**config.mk**
```make
export PLATFORM = sky130hd
export DESIGN_NAME = mux_rr_sched
export DESIGN_NICKNAME = d
export VERILOG_FILES = /design/src/rtl/mux_rr_sched.sv
export SDC_FILE = /design/constraint.sdc
export NUM_CORES = 1
export LEC_CHECK = 0
export BUFFER_PORTS_ARGS = -buffer_cell sky130_fd_sc_hd__buf_4
export CAP_MARGIN = 20
export CORE_UTILIZATION = 30
export CTS_BUF_LIST = sky130_fd_sc_hd__clkbuf_8
export DETAILED_ROUTE_END_ITERATION = 8
export GPL_ROUTABILITY_DRIVEN = 0
export PLACE_DENSITY = 0.52
export SYNTH_ARGS = -nofsm -noshare
export SYNTH_HDL_FRONTEND = slang
export SYNTH_SLANG_ARGS = --single-unit
```
**constraint.sdc**
```tcl
create_clock -name clk -period 2.3 [get_ports clk]
set_input_delay 0.23 -clock clk [delete_from_list [all_inputs] [get_ports clk]]
set_output_delay 0.23 -clock clk [all_outputs]
set_load 0.02 [all_outputs]
```
**src/rtl/mux_rr_sched.sv**
```systemverilog
// mux_rr_sched: round-robin scheduler that shares one W-bit output mux
// between N requesters. One requester is granted at a time; a grant is cut
// after MAX_HOLD cycles if someone else is waiting, and every grant is
// followed by a single gnt=0 cycle (break-before-make). The granted
// requester's data is registered onto out_data one cycle behind gnt.
//
// Handshake: req[i] is a level; the requester keeps it high while it wants
// service. gnt[i] high means requester i owns the mux this cycle; the data
// it drives appears on out_data (with out_valid=1) one cycle later. There
// is no backpressure: dropping req[i] releases the grant.
//
// Ports:
//   clk       system clock, rising edge
//   rst       asynchronous active-high reset
//   ena       global enable; low freezes every register
//   req       [N-1:0]   per-requester request level
//   data_in   [N*W-1:0] requester data, slice i = data_in[i*W +: W]
//   gnt       [N-1:0]   registered one-hot grant
//   sel       index of current/last granted requester (registered)
//   out_data  [W-1:0]   registered mux output, 0 when not valid
//   out_valid out_data carries granted data
//   busy      high in GRANT and GAP (also serves as FSM activity probe)
module mux_rr_sched #(
  parameter int N        = 4,
  parameter int W        = 2,
  parameter int MAX_HOLD = 4
) (
  input  logic                 clk,
  input  logic                 rst,
  input  logic                 ena,
  input  logic [N-1:0]         req,
  input  logic [N*W-1:0]       data_in,
  output logic [N-1:0]         gnt,
  output logic [$clog2(N)-1:0] sel,
  output logic [W-1:0]         out_data,
  output logic                 out_valid,
  output logic                 busy
);

  localparam int SW = $clog2(N);

  typedef enum logic [1:0] {
    ST_IDLE  = 2'd0,
    ST_GRANT = 2'd1,
    ST_GAP   = 2'd2
  } state_t;

  state_t        state_q, state_d;
  logic [SW-1:0] ptr_q, ptr_d;
  logic [3:0]    hold_q, hold_d;
  logic [N-1:0]  gnt_q, gnt_d;
  logic [SW-1:0] sel_q, sel_d;
  logic [W-1:0]  out_data_q, out_data_d;
  logic          out_valid_q, out_valid_d;

  // Winner search: first requester at or after ptr, wrapping modulo N.
  logic          win_found;
  logic [SW-1:0] win_idx;
  int            scan_idx;

  always_comb begin
    win_found = 1'b0;
    win_idx   = '0;
    scan_idx  = 0;
    for (int k = 0; k < N; k++) begin
      scan_idx = int'(ptr_q) + k;
      if (scan_idx >= N) scan_idx = scan_idx - N;
      if (!win_found && req[scan_idx]) begin
        win_found = 1'b1;
        win_idx   = SW'(scan_idx);
      end
    end
  end

  logic [W-1:0] mux_data;
  logic         others_req;

  assign mux_data   = data_in[sel_q*W +: W];
  // gnt_q is one-hot on sel_q while in GRANT, so masking it leaves the others.
  assign others_req = |(req & ~gnt_q);

  always_comb begin
    state_d     = state_q;
    ptr_d       = ptr_q;
    hold_d      = hold_q;
    gnt_d       = gnt_q;
    sel_d       = sel_q;
    out_data_d  = out_data_q;
    out_valid_d = out_valid_q;

    if (ena) begin
      // Output stage follows the previous cycle's registered grant.
      out_valid_d = |gnt_q;
      out_data_d  = (|gnt_q) ? mux_data : '0;

      case (state_q)
        ST_GRANT: begin
          if (!req[sel_q] || ((hold_q == 4'(MAX_HOLD)) && others_req)) begin
            // ptr moves on entering GAP so the GAP-cycle search already
            // starts after the requester that just finished.
            state_d = ST_GAP;
            gnt_d   = '0;
            ptr_d   = (sel_q == SW'(N - 1)) ? '0 : sel_q + 1'b1;
          end else if (hold_q != 4'(MAX_HOLD)) begin
            hold_d = hold_q + 4'd1;
          end
        end
        default: begin // ST_IDLE and ST_GAP both grant the winner if any
          gnt_d = '0;
          if (win_found) begin
            state_d        = ST_GRANT;
            gnt_d[win_idx] = 1'b1;
            sel_d          = win_idx;
            hold_d         = 4'd1;
          end else begin
            state_d = ST_IDLE;
          end
        end
      endcase
    end
  end

  always_ff @(posedge clk or posedge rst) begin
    if (rst) begin
      state_q     <= ST_IDLE;
      ptr_q       <= '0;
      hold_q      <= '0;
      gnt_q       <= '0;
      sel_q       <= '0;
      out_data_q  <= '0;
      out_valid_q <= 1'b0;
    end else begin
      state_q     <= state_d;
      ptr_q       <= ptr_d;
      hold_q      <= hold_d;
      gnt_q       <= gnt_d;
      sel_q       <= sel_d;
      out_data_q  <= out_data_d;
      out_valid_q <= out_valid_d;
    end
  end

  assign gnt       = gnt_q;
  assign sel       = sel_q;
  assign out_data  = out_data_q;
  assign out_valid = out_valid_q;
  assign busy      = (state_q != ST_IDLE);

endmodule

```
; ---- Yosys cells after proc, flatten, opt, wreduce, memory -nomap -nowiden
; Index checks and enable logic that the tools add are counted.
[word_totals]
regBits = 17
input_bits = 15
output_inout_bits = 10
word_cells = 96
[classes]
n_addsub = 9
n_lt_le_gt_ge = 11
eq_ne = 7
shifts = 1
n_mux = 40
n_bitwise = 3
reduce_logical = 18
[ops]
columns = operator, n
row1 = $lt 32x4->1 const B, 4
row2 = $mux 32, 4
row3 = $mux 4, 7
row4 = $mux 2, 8
row5 = $mux 1, 15
row6 = $sub 3x3->4 const B, 3
row7 = $bmux 1 s2, 5
row8 = $ge 3x3->1 const B, 3
row9 = $reduce_or 4->1, 2
row10 = $shiftx 8x4->2, 1
row11 = $add 2x2->3 const B, 2
row12 = $lt 2x3->1 const B, 2
row13 = $ne 2x2->1 const B, 3
row14 = $reduce_and 3->1, 2
row15 = $logic_and 1x1->1, 5
row16 = $add 4x1->4 const B, 1
row17 = $and 4x4->4, 1
row18 = $eq 4x3->1 const B, 1
row19 = $logic_not 1->1, 4
row20 = $ne 4x3->1 const B, 1
row21 = $not 4->4, 1
row22 = $reduce_and 4->1, 1
row23 = $reduce_bool 2->1, 2
row24 = $sub 2x3->4 const B, 1
row25 = other kinds (10), 10

; ---- Depth between registers and ports, before layout
; Gate-level depths: netlist of the first run.
[logic_depth]
word_depth = 21
depth_mapped = 6
mapped_depth_nobuf = 6

; ---- Least setup slack after synthesis of the first run
; No wires, ideal clock.
[synth_timing]
kind = register to register
start = register sel_q[0], in the netlist sel[0]
end = register ptr_q[0]
t_arrival_ns = 1.744
t_required_ns = 2.175
setup_slack_ns = 0.431
path_stages_with_launch = 5
path_buffers = 0
period_less_slack_ns = 1.869
cell_sequence = dfrtp_1 mux4_2 inv_4 o211a_4 mux2_4
[synth_via]
elab_chain_len = 5
[synth_lines]
columns = item, line
row1 = start: declaration, 52  ; logic [SW-1:0] sel_q, sel_d;
row2 = start signal: assignment, 137  ; sel_q <= sel_d;
row3 = $bmux 1 s2, 98  ; if (!req[sel_q] || ((hold_q == 4'(MAX_HOLD)) && others_req)) begin
row4 = $mux 1 (implied by the code), 98
row5 = $logic_not 1->1, 98
row6 = $logic_or 1x1->1, 98
row7 = $reduce_and 3->1 (no line), n/a
row8 = end signal: assignment, 134  ; ptr_q <= ptr_d;
row9 = end: declaration, 49  ; logic [SW-1:0] ptr_q, ptr_d;
; Parallel ways exist; a longest one is shown, timed or not. The select of a mux whose other input is x is not followed.
; A chain may end at the register's enable or synchronous reset.

; ---- Worst setup path in the final report of the first run
[layout_timing]
start = register hold_q[0]
end = register ptr_q[0]
[layout_via]
elab_chain_len = 4
[layout_lines]
columns = item, line
row1 = start: declaration, 50  ; logic [3:0] hold_q, hold_d;
row2 = start signal: assignment, 135  ; hold_q <= hold_d;
row3 = $eq 4x3->1, 98
row4 = $logic_and 1x1->1, 98
row5 = $logic_or 1x1->1, 98
row6 = $reduce_and 3->1 (no line), n/a
; No other way between the ends.

==> impl_metrics.env, run 1 <==
export IMPL_core_area_mm2=0.00315
export IMPL_period_needed_ns=1.93
export IMPL_grt_max_degree=18
export IMPL_p_seq_share_pct=36.3
export IMPL_root_buffer="clkbuf_8"
export IMPL_grt_usage_pct=15.4
export IMPL_fillers=331
export IMPL_detail_route_wl_per_cell_um=14.5
export IMPL_design_area_mm2=0.00130
export IMPL_vias=843
export IMPL_cts_buffers=3
export IMPL_netSwitchingFraction_pct=41.6
export IMPL_yosysTopAreaCellShare_pct=41.6
export IMPL_power_density_mw_per_mm2=1220
export IMPL_syn_to_final_growth_pct=26.7
export IMPL_critPathLaunchType="flip-flop"
export IMPL_comb_power_share_pct=49.8
export IMPL_wl_mm=2.41
export IMPL_r2r_setup_slack_ns=0.37
export IMPL_arrival_ns=2.07
export IMPL_final_setup_skew_ns=0.00149
export IMPL_gr_total_overflow=0
export IMPL_critPathSlowestCell="a41oi_1"
export IMPL_die_w_um=60.4
export IMPL_ys_ff_latch=17
export IMPL_ys_types=38
export IMPL_cp_max_fo=6
export IMPL_synth_top_cells_by_count="dfrtp_1, inv_1, nand2b_1"
export IMPL_cts_hold_buf=0
export IMPL_yosysMostFrequentCell="dfrtp_1"
export IMPL_drive_gt1_share_pct=28.7
export IMPL_cp_cell_sequence="inv_1 > ha_1 > nand3b_1 > a41oi_1 > o211a_4 > mux2_4"
export IMPL_rr_startpoint="hold_q[0]"
export IMPL_p_clk_share_pct=13.9
export IMPL_first_global_vias=845
export IMPL_ff2ff_path_depth=6
export IMPL_setup_tns_final_ns=0
export IMPL_synth_nets=114
export IMPL_worstPathRequired_ns=2.44
export IMPL_hold_class="in2async"
export IMPL_place_area_mm2=0.00125
export IMPL_internal_power_w=0.000927
export IMPL_rr_endpoint="ptr_q[0]"
export IMPL_synth_area_leaders="dfrtp_1, mux4_1, nand2b_1, ha_1, o2bb2ai_1"
export IMPL_end_kind="flip-flop"
export IMPL_synth_largest_area_cell="dfrtp_1"
export IMPL_viasPerCell=5.08
export IMPL_antenna_left=0
export IMPL_status="finished, final reports clean"
export IMPL_synthArstFlopShare_pct=100
export IMPL_cpPeakStageDelay_ns=0.43
export IMPL_cts_resized=0
export IMPL_io_pins=25
export IMPL_cts_tree="built"
export IMPL_path_clk_slew_ns=0.06
export IMPL_final_nets=141
export IMPL_drt_pre_antenna_iters=4
export IMPL_clock_latency_ns=0.25
export IMPL_netlist_area_mm2=0.00102
export IMPL_syn_inst=96
export IMPL_drc=0
export IMPL_start_util_pct=32.5
export IMPL_setup_viol=0
export IMPL_rsz0062_at_grt="no"
export IMPL_avgSynthCellArea_um2=10.7
export IMPL_final_hold_violation_count=0
export IMPL_grt_pass1_wl_mm=4.15
export IMPL_yosysSeqAreaShare_pct=41.6
export IMPL_die_y_um=60.4
export IMPL_worstMarginPinSlew_ns=0.683
export IMPL_synth_ff_type="dfrtp_1"
export IMPL_drtIter0Drc=34
export IMPL_crit_type="reg2reg"
export IMPL_maxCapViolations=0
export IMPL_drv_slew=0
export IMPL_cts_setup_buffers=0
export IMPL_p_switching_w=0.000659
export IMPL_die_area_mm2=0.00365
export IMPL_finalCritPeriodShare_pct=83.8
export IMPL_antenna_found_initial=0
export IMPL_hpwlAfterDp_mm=1.82
export IMPL_diodes=0
export IMPL_cts_max_level=1
export IMPL_clk_path_buf_depth=2
export IMPL_ir_drop_mv=0.406
export IMPL_portBuffers=24
export IMPL_slew_headroom_pct=53.9
export IMPL_synth_edf_count=0
export IMPL_p_leak_nw=0.615
export IMPL_ys_warn_count=0
export IMPL_rows=20
export IMPL_max_clock_freq_mhz=519
export IMPL_clock_sinks=17
[power by group through the flow]
| stage | logic, W | registers [W] | clock network (W) |
|---|---|---|---|
| detailed placement | 0.000794 | 0.000580 | 0 |
| CTS | 0.000798 | 0.000576 | 0.000227 |
| global placement | 0.000790 | 0.000573 | 0 |
| finish | 0.000790 | 0.000576 | 0.000220 |
| global route | 0.000866 | 0.000599 | 0.000241 |
| floorplan | 0.000489 | 0.000611 | 0 |
[placed cells by master (no fill, tap or decap), types with 2 or more instances in the layout]
| cell | netlist | final |
|---|---|---|
| buf_4 | 0 | 24 |
| dfrtp_1 | 17 | 17 |
| inv_1 | 9 | 10 |
| nand2b_1 | 7 | 7 |
| nand2_1 | 6 | 6 |
| o21ai_0 | 6 | 6 |
| a21oi_1 | 4 | 4 |
| o2bb2ai_1 | 4 | 4 |
| a41oi_1 | 3 | 3 |
| ha_1 | 3 | 3 |
| clkbuf_8 | 0 | 3 |
| o21a_1 | 2 | 2 |
| mux2i_1 | 2 | 2 |
| nor2_1 | 2 | 2 |
| and3_1 | 2 | 2 |
| mux2_4 | 2 | 2 |
| mux4_1 | 2 | 2 |
| nand3_1 | 2 | 2 |
| a22o_1 | 2 | 2 |
[worst max path at each step]
stage / startpoint / cells after the start / to
floorplan: sel[0] / 4 / ptr_q[0]
global placement: hold_q[0] / 6 / ptr_q[0]
detailed placement: hold_q[0] / 6 / ptr_q[1]
CTS: hold_q[0] / 6 / ptr_q[0]
global route: hold_q[0] / 6 / ptr_q[0]
finish: hold_q[0] / 6 / ptr_q[0]
[cell families after synthesis]
logic type               after synthesis  synth area share (%)
buffers and inverters                 12                  4.64
AND/OR/NAND/NOR                       26                  14.1
multiplexers                           7                  12.2
flip-flops                            17                  41.6
adder cells (fa/ha/maj)                3                  3.67
AO/OA/AOI/OAI                         31                  23.8
[metal layers]
layer	track usage [%]	wire (um)
met2	24.0	1070
met4	3.25	10
met3	4.48	106
met1	21.3	1220
met5	0	0
[cell type report]
class	instances	area (um^2)	share of cell area, %
Clock buffer	3	41.3	3.19
Clock inverter	1	3.75	0.290
Inverter	10	40.0	3.09
Multi-Input combinational cell	67	551	42.5
Sequential cell	17	425	32.8
Tap cell	44	55.1	4.25
Timing Repair Buffer	24	180	13.9
[critical path, delay by kind of cell, from the launching register on]
| kind | cells | cell delay, ns |
|---|---|---|
| buffers and inverters | 1 | 0.09 |
| multiplexers | 1 | 0.30 |
| flip-flops | 1 | 0.42 |
| adder cells (fa/ha/maj) | 1 | 0.14 |
| AND/OR/NAND/NOR | 1 | 0.19 |
| AO/OA/AOI/OAI | 2 | 0.67 |
[per-stage QoR]
| step | hold WS [ns] | util [%] | std cells | setup WS [ns] | power [W] |
|---|---|---|---|---|---|
| 2_1_floorplan | 0.156 | - | 96 | 0.431 | 0.00110 |
| 4_1_cts | 0.0925 | 41.1 | 166 | 0.378 | 0.00160 |
| 6_report | 0.0723 | 41.1 | 166 | 0.372 | 0.00159 |
| 5_1_grt | 0.125 | 41.1 | 166 | 0.245 | 0.00171 |
| 3_3_place_gp | 0.368 | 39.7 | 162 | 0.474 | 0.00136 |
| 3_5_place_dp | 0.368 | 39.7 | 162 | 0.402 | 0.00137 |
[flip-flops by register name, indices dropped and copies added (netlist names)]
register,count
gnt,4
hold_q,4
out_data,2
ptr_q,2
sel,2
state_q,2
out_valid,1
(Power assumes the default switching activity.)
==> run 2: changes to the inputs <==
==> constraint.sdc (replaced) <==
create_clock -name clk -period 1.86 [get_ports clk]
set_input_delay 0.186 -clock clk [delete_from_list [all_inputs] [get_ports clk]]
set_output_delay 0.186 -clock clk [all_outputs]
set_load 0.02 [all_outputs]
==> impl_metrics.env, run 2 (synthesized netlist as in run 1, its figures left out) <==
export IMPL_status="finished, final reports clean"
export IMPL_core_area_mm2=0.00315
export IMPL_cts_max_level=1
export IMPL_regArea_um2=427
export IMPL_root_buffer="clkbuf_8"
export IMPL_die_y_um=60.4
export IMPL_crit_type="reg2reg"
export IMPL_viasPerCell=5.16
export IMPL_clock_latency_ns=0.26
export IMPL_place_ws_ns=0.159
export IMPL_critPathLaunchType="flip-flop"
export IMPL_fillers=341
export IMPL_wl_mm=2.54
export IMPL_cts_hold_buf=0
export IMPL_portBuffers=24
export IMPL_final_hold_violation_count=0
export IMPL_ir_drop_mv=0.603
export IMPL_grt_pass1_wl_mm=4.26
export IMPL_die_w_um=60.4
export IMPL_drv_slew=0
export IMPL_hold_class="in2async"
export IMPL_power_density_mw_per_mm2=1520
export IMPL_setup_viol=0
export IMPL_fin_ws_ns=0.153
export IMPL_drtIter0Drc=34
export IMPL_maxCapViolations=0
export IMPL_first_global_vias=947
export IMPL_cts_buffers=3
export IMPL_detail_route_wl_per_cell_um=14.9
export IMPL_multiInputGateArea_um2=551
export IMPL_r2r_setup_slack_ns=0.15
export IMPL_period_needed_ns=1.71
export IMPL_setup_worst_path_end="ptr_q[0]"
export IMPL_die_area_mm2=0.00365
export IMPL_clock_sinks=17
export IMPL_drive_gt1_share_pct=33.1
export IMPL_antenna_found_initial=0
export IMPL_io_pins=25
export IMPL_p_leak_nw=0.636
export IMPL_max_clock_freq_mhz=586
export IMPL_finalCritPeriodShare_pct=91.8
export IMPL_hpwlAfterDp_mm=2.02
export IMPL_syn_to_final_growth_pct=30.6
export IMPL_antenna_left=0
export IMPL_worstPathRequired_ns=2.01
export IMPL_drc=0
export IMPL_setup_tns_final_ns=0
export IMPL_drt_pre_antenna_iters=4
export IMPL_start_util_pct=32.5
export IMPL_cp_max_fo=7
export IMPL_clk_path_buf_depth=2
export IMPL_arrival_ns=1.85
export IMPL_end_kind="flip-flop"
export IMPL_path_clk_slew_ns=0.07
export IMPL_rr_startpoint="sel[0]"
export IMPL_ff2ff_path_depth=4
export IMPL_cts_tree="built"
export IMPL_rows=20
export IMPL_vias=883
export IMPL_final_nets=146
export IMPL_rsz0062_at_grt="no"
export IMPL_finalPower_w=0.00203
export IMPL_diodes=0
export IMPL_startpoint="sel[0]"
export IMPL_grt_usage_pct=16.3
export IMPL_grt_max_degree=18
export IMPL_worstMarginPinSlew_ns=0.666
export IMPL_cts_setup_buffers=0
export IMPL_final_cell_mix="buf_4, dfrtp_1, inv_1, nand2b_1"
export IMPL_slew_headroom_pct=55.6
export IMPL_cts_resized=0
export IMPL_final_setup_skew_ns=0.00792
export IMPL_rr_endpoint="ptr_q[0]"
export IMPL_final_common_cell="buf_4"
export IMPL_gr_total_overflow=0
run 2: cell types whose count changed in the layout (fill, tap and decap cells not counted), sizes merged:
cell    change
inv         -1
buf         +5
clkinv      +1
run 2: worst min-delay path by stage:
stage,slack (ns),end,startpoint
final,0.03,hold_q[0],rst
after floorplan,0.11,gnt[0],rst
after CTS,0.06,ptr_q[0],rst
after global routing,0.09,hold_q[0],rst
after detailed placement,0.34,hold_q[2],rst
after global placement,0.33,hold_q[2],rst
run 2: worst max-delay path: stages, from the launching register on:
cell and delay (ns):
dfrtp_2 0.38, mux4_2 0.62, inv_4 0.12, o211a_4 0.19, mux2_4 0.29
run 2: final cells by class:
cell class	instances	share of cell area (%)
Clock inverter	1	0.375
Tap cell	44	4.12
Clock buffer	3	3.09
Inverter	10	3.00
Timing Repair Buffer	29	16.3
Sequential cell	17	31.9
Multi-Input combinational cell	67	41.2
run 2: routing by layer:
| layer | vias to the layer above | part of all wire [%] | track usage (%) |
|---|---|---|---|
| met5 | - | 0 | 0 |
| met4 | 0 | 1.5 | 8.44 |
| met3 | 4 | 5.2 | 2.77 |
| li1 | 420 | - | - |
| met2 | 30 | 51 | 27.6 |
| met1 | 429 | 42 | 19.8 |
run 2: where the power goes:
group          leakage [nW]  switching [W]  internal (W)
clock                0.0255       0.000131      0.000149
sequential            0.214       0.000157      0.000528
combinational         0.397       0.000544      0.000521
total                 0.636       0.000831       0.00120
run 2: stage by stage:
stage / area [um^2] / utilization, % / std cells / hold slack [ns]
after floorplan: 1020 / - / 96 / 0.112
after CTS: 1340 / 42.4 / 171 / 0.0620
final: 1340 / 42.4 / 171 / 0.0259
after detailed placement: 1290 / 40.9 / 167 / 0.339
after global placement: 1290 / 40.9 / 167 / 0.328
after global routing: 1340 / 42.4 / 171 / 0.0908
==> run 3: changes to the inputs <==
--- a/config.mk
+++ b/config.mk
@@ -5,13 +5,15 @@
 export SDC_FILE = /design/constraint.sdc
 export NUM_CORES = 1
 export LEC_CHECK = 0
+export ABC_AREA = 1
 export BUFFER_PORTS_ARGS = -buffer_cell sky130_fd_sc_hd__buf_4
 export CAP_MARGIN = 20
 export CORE_UTILIZATION = 30
 export CTS_BUF_LIST = sky130_fd_sc_hd__clkbuf_8
 export DETAILED_ROUTE_END_ITERATION = 8
 export GPL_ROUTABILITY_DRIVEN = 0
-export PLACE_DENSITY = 0.52
+export PLACE_DENSITY = 0.51
+export SLEW_MARGIN = 20
 export SYNTH_ARGS = -nofsm -noshare
 export SYNTH_HDL_FRONTEND = slang
 export SYNTH_SLANG_ARGS = --single-unit
==> impl_metrics.env, run 3 <==
export IMPL_clk_path_buf_depth=2
export IMPL_synth_top_cells_by_count="nand2_1, inv_1, dfrtp_1"
export IMPL_path_clk_slew_ns=0.07
export IMPL_worstPathRequired_ns=2.00
export IMPL_portBuffers=24
export IMPL_setup_viol=0
export IMPL_cp_max_fo=11
export IMPL_clock_latency_ns=0.25
export IMPL_period_needed_ns=1.67
export IMPL_comb_power_share_pct=60.7
export IMPL_critPathSlowestCell="dfrtp_2"
export IMPL_drv_slew=0
export IMPL_ir_drop_mv=0.580
export IMPL_yosysTopAreaCellShare_pct=34.9
export IMPL_place_area_mm2=0.00145
export IMPL_setup_tns_final_ns=0
export IMPL_antenna_found_initial=0
export IMPL_worstMarginPinSlew_ns=0.667
export IMPL_cts_tree="built"
export IMPL_final_cell_mix="nand2_1, buf_4, inv_1, nor2_1, dfrtp_1"
export IMPL_internal_power_w=0.00124
export IMPL_finalPower_w=0.00252
export IMPL_synth_area_leaders="dfrtp_1, nand2_1, nand3_1, inv_1, nor2_1"
export IMPL_hpwlAfterDp_mm=2.41
export IMPL_detail_route_wl_per_cell_um=11.7
export IMPL_p_switching_w=0.00128
export IMPL_cts_setup_buffers=0
export IMPL_ys_warn_count=0
export IMPL_rsz0062_at_grt="no"
export IMPL_slew_headroom_pct=55.5
export IMPL_cp_cell_sequence="inv_2 > nand2_1 > nand3_1 > nand2_2 > nor2_2 > nand3_2 > nand2_4 > nand2_1 > nand2_1 > nand2_1"
export IMPL_regArea_um2=427
export IMPL_syn_inst=183
export IMPL_critPathLaunchType="flip-flop"
export IMPL_cts_hold_buf=0
export IMPL_cts_buffers=3
export IMPL_finalCritPeriodShare_pct=89.6
export IMPL_crit_type="reg2reg"
export IMPL_io_pins=25
export IMPL_grt_pass1_wl_mm=5.34
export IMPL_p_leak_nw=0.844
export IMPL_gr_total_overflow=0
export IMPL_multiInputGateArea_um2=693
export IMPL_die_w_um=65.8
export IMPL_start_util_pct=32.3
export IMPL_arrival_ns=1.81
export IMPL_grt_usage_pct=16.3
export IMPL_grt_max_degree=18
export IMPL_drc=0
export IMPL_clock_sinks=17
export IMPL_ys_types=25
export IMPL_drtIter0Drc=85
export IMPL_viasPerCell=4.68
export IMPL_status="finished, final reports clean"
export IMPL_avgSynthCellArea_um2=6.67
export IMPL_maxCapViolations=0
export IMPL_netlist_area_mm2=0.00122
export IMPL_p_clk_share_pct=11.1
export IMPL_p_seq_share_pct=28.2
export IMPL_final_common_cell="nand2_1"
export IMPL_yosysSeqAreaShare_pct=34.9
export IMPL_power_density_mw_per_mm2=1680
export IMPL_ys_ff_latch=17
export IMPL_final_setup_skew_ns=0.00855
export IMPL_drt_pre_antenna_iters=4
export IMPL_wl_mm=3.02
export IMPL_end_kind="flip-flop"
export IMPL_synthArstFlopShare_pct=100
export IMPL_synth_edf_count=0
export IMPL_die_y_um=65.8
export IMPL_design_area_mm2=0.00150
export IMPL_diodes=0
export IMPL_antenna_left=0
export IMPL_die_area_mm2=0.00433
export IMPL_hold_class="in2async"
export IMPL_synth_largest_area_cell="dfrtp_1"
export IMPL_drive_gt1_share_pct=21.9
export IMPL_cpPeakStageDelay_ns=0.47
export IMPL_first_global_vias=1200
export IMPL_final_nets=229
export IMPL_final_hold_violation_count=0
export IMPL_root_buffer="clkbuf_8"
export IMPL_syn_to_final_growth_pct=23.0
export IMPL_vias=1208
export IMPL_synth_nets=201
export IMPL_netSwitchingFraction_pct=50.9
export IMPL_max_clock_freq_mhz=600
export IMPL_fillers=409
export IMPL_synth_ff_type="dfrtp_1"
export IMPL_cts_max_level=1
export IMPL_rows=22
export IMPL_cts_resized=0
export IMPL_core_area_mm2=0.00377
export IMPL_path_common_cell="nand2_1"
export IMPL_yosysMostFrequentCell="nand2_1"
-- run 3: cell types whose count changed after synthesis, sizes merged, moves of 4 or more --
cell / change
nor2: +17
o2bb2ai: -4
inv: +11
nand3: +13
nand2: +74
nand2b: -7
o21ai: +5
-- run 3: kinds of logic after synthesis --
logic type      count (synthesis)  synth area share [%]
xor+xnor                        2                  1.44
buf+inv                        24                  8.72
flops                          17                  34.9
fa+ha+maj                       3                  3.08
simple gates                  117                  42.4
compound gates                 20                  9.54
-- run 3: area by class of cell --
class,instances,area share [%]
clock buffers,3,2.75
multi-input cells,142,46.2
flip-flops and latches,17,28.4
inverters,21,5.25
repair buffers,26,13.0
clock inverters,1,0.334
well taps,48,4.00
-- run 3: power by group through the flow --
stage,Combinational (W),Sequential (W),Clock (W)
2_1_floorplan,0.00110,0.000731,0
3_3_place_gp,0.00151,0.000705,0
3_5_place_dp,0.00153,0.000714,0
4_1_cts,0.00153,0.000707,0.000291
5_1_grt,0.00175,0.000734,0.000308
6_report,0.00153,0.000709,0.000279
-- run 3: per-layer routing --
| layer | vias up | wire [um] | track usage (%) |
|---|---|---|---|
| met5 | - | 0 | 0 |
| met4 | 0 | 35 | 7.34 |
| met3 | 4 | 58 | 1.55 |
| met2 | 16 | 1500 | 27.4 |
| met1 | 553 | 1430 | 20.8 |
| li1 | 635 | - | - |
-- run 3: through the flow --
step | worst slack [ns] | hold slack (ns) | utilization [%] | std cells
final | 0.194 | 0.0275 | 39.8 | 258
after global routing | 0.0312 | 0.0870 | 39.8 | 258
after CTS | 0.0495 | 0.0532 | 39.6 | 258
after detailed placement | 0.0675 | 0.326 | 38.4 | 254
after global placement | 0.155 | 0.319 | 38.4 | 254
after floorplan | 0.373 | 0.112 | - | 183
-- run 3: final timing paths --
kind                             startpoint          end  slack, ns  cells after the start
worst min-delay path                    rst   state_q[0]       0.03                      2
worst max-delay path               ptr_q[0]    hold_q[0]       0.19                     10
max in group asynchronous               rst     ptr_q[0]       1.36                      2
worst min register to register  out_data[0]  out_data[0]       0.48                      2
min in group clk                        ena   state_q[1]       0.17                      2
worst max register to register     ptr_q[0]    hold_q[0]       0.19                     10
-- run 3: worst max-delay path: cells and delay by family, from the launching register on --
kind | cells | cell delay [ns]
buffers and inverters | 1 | 0.15
DFF | 1 | 0.47
and+or+nand+nor | 9 | 0.93
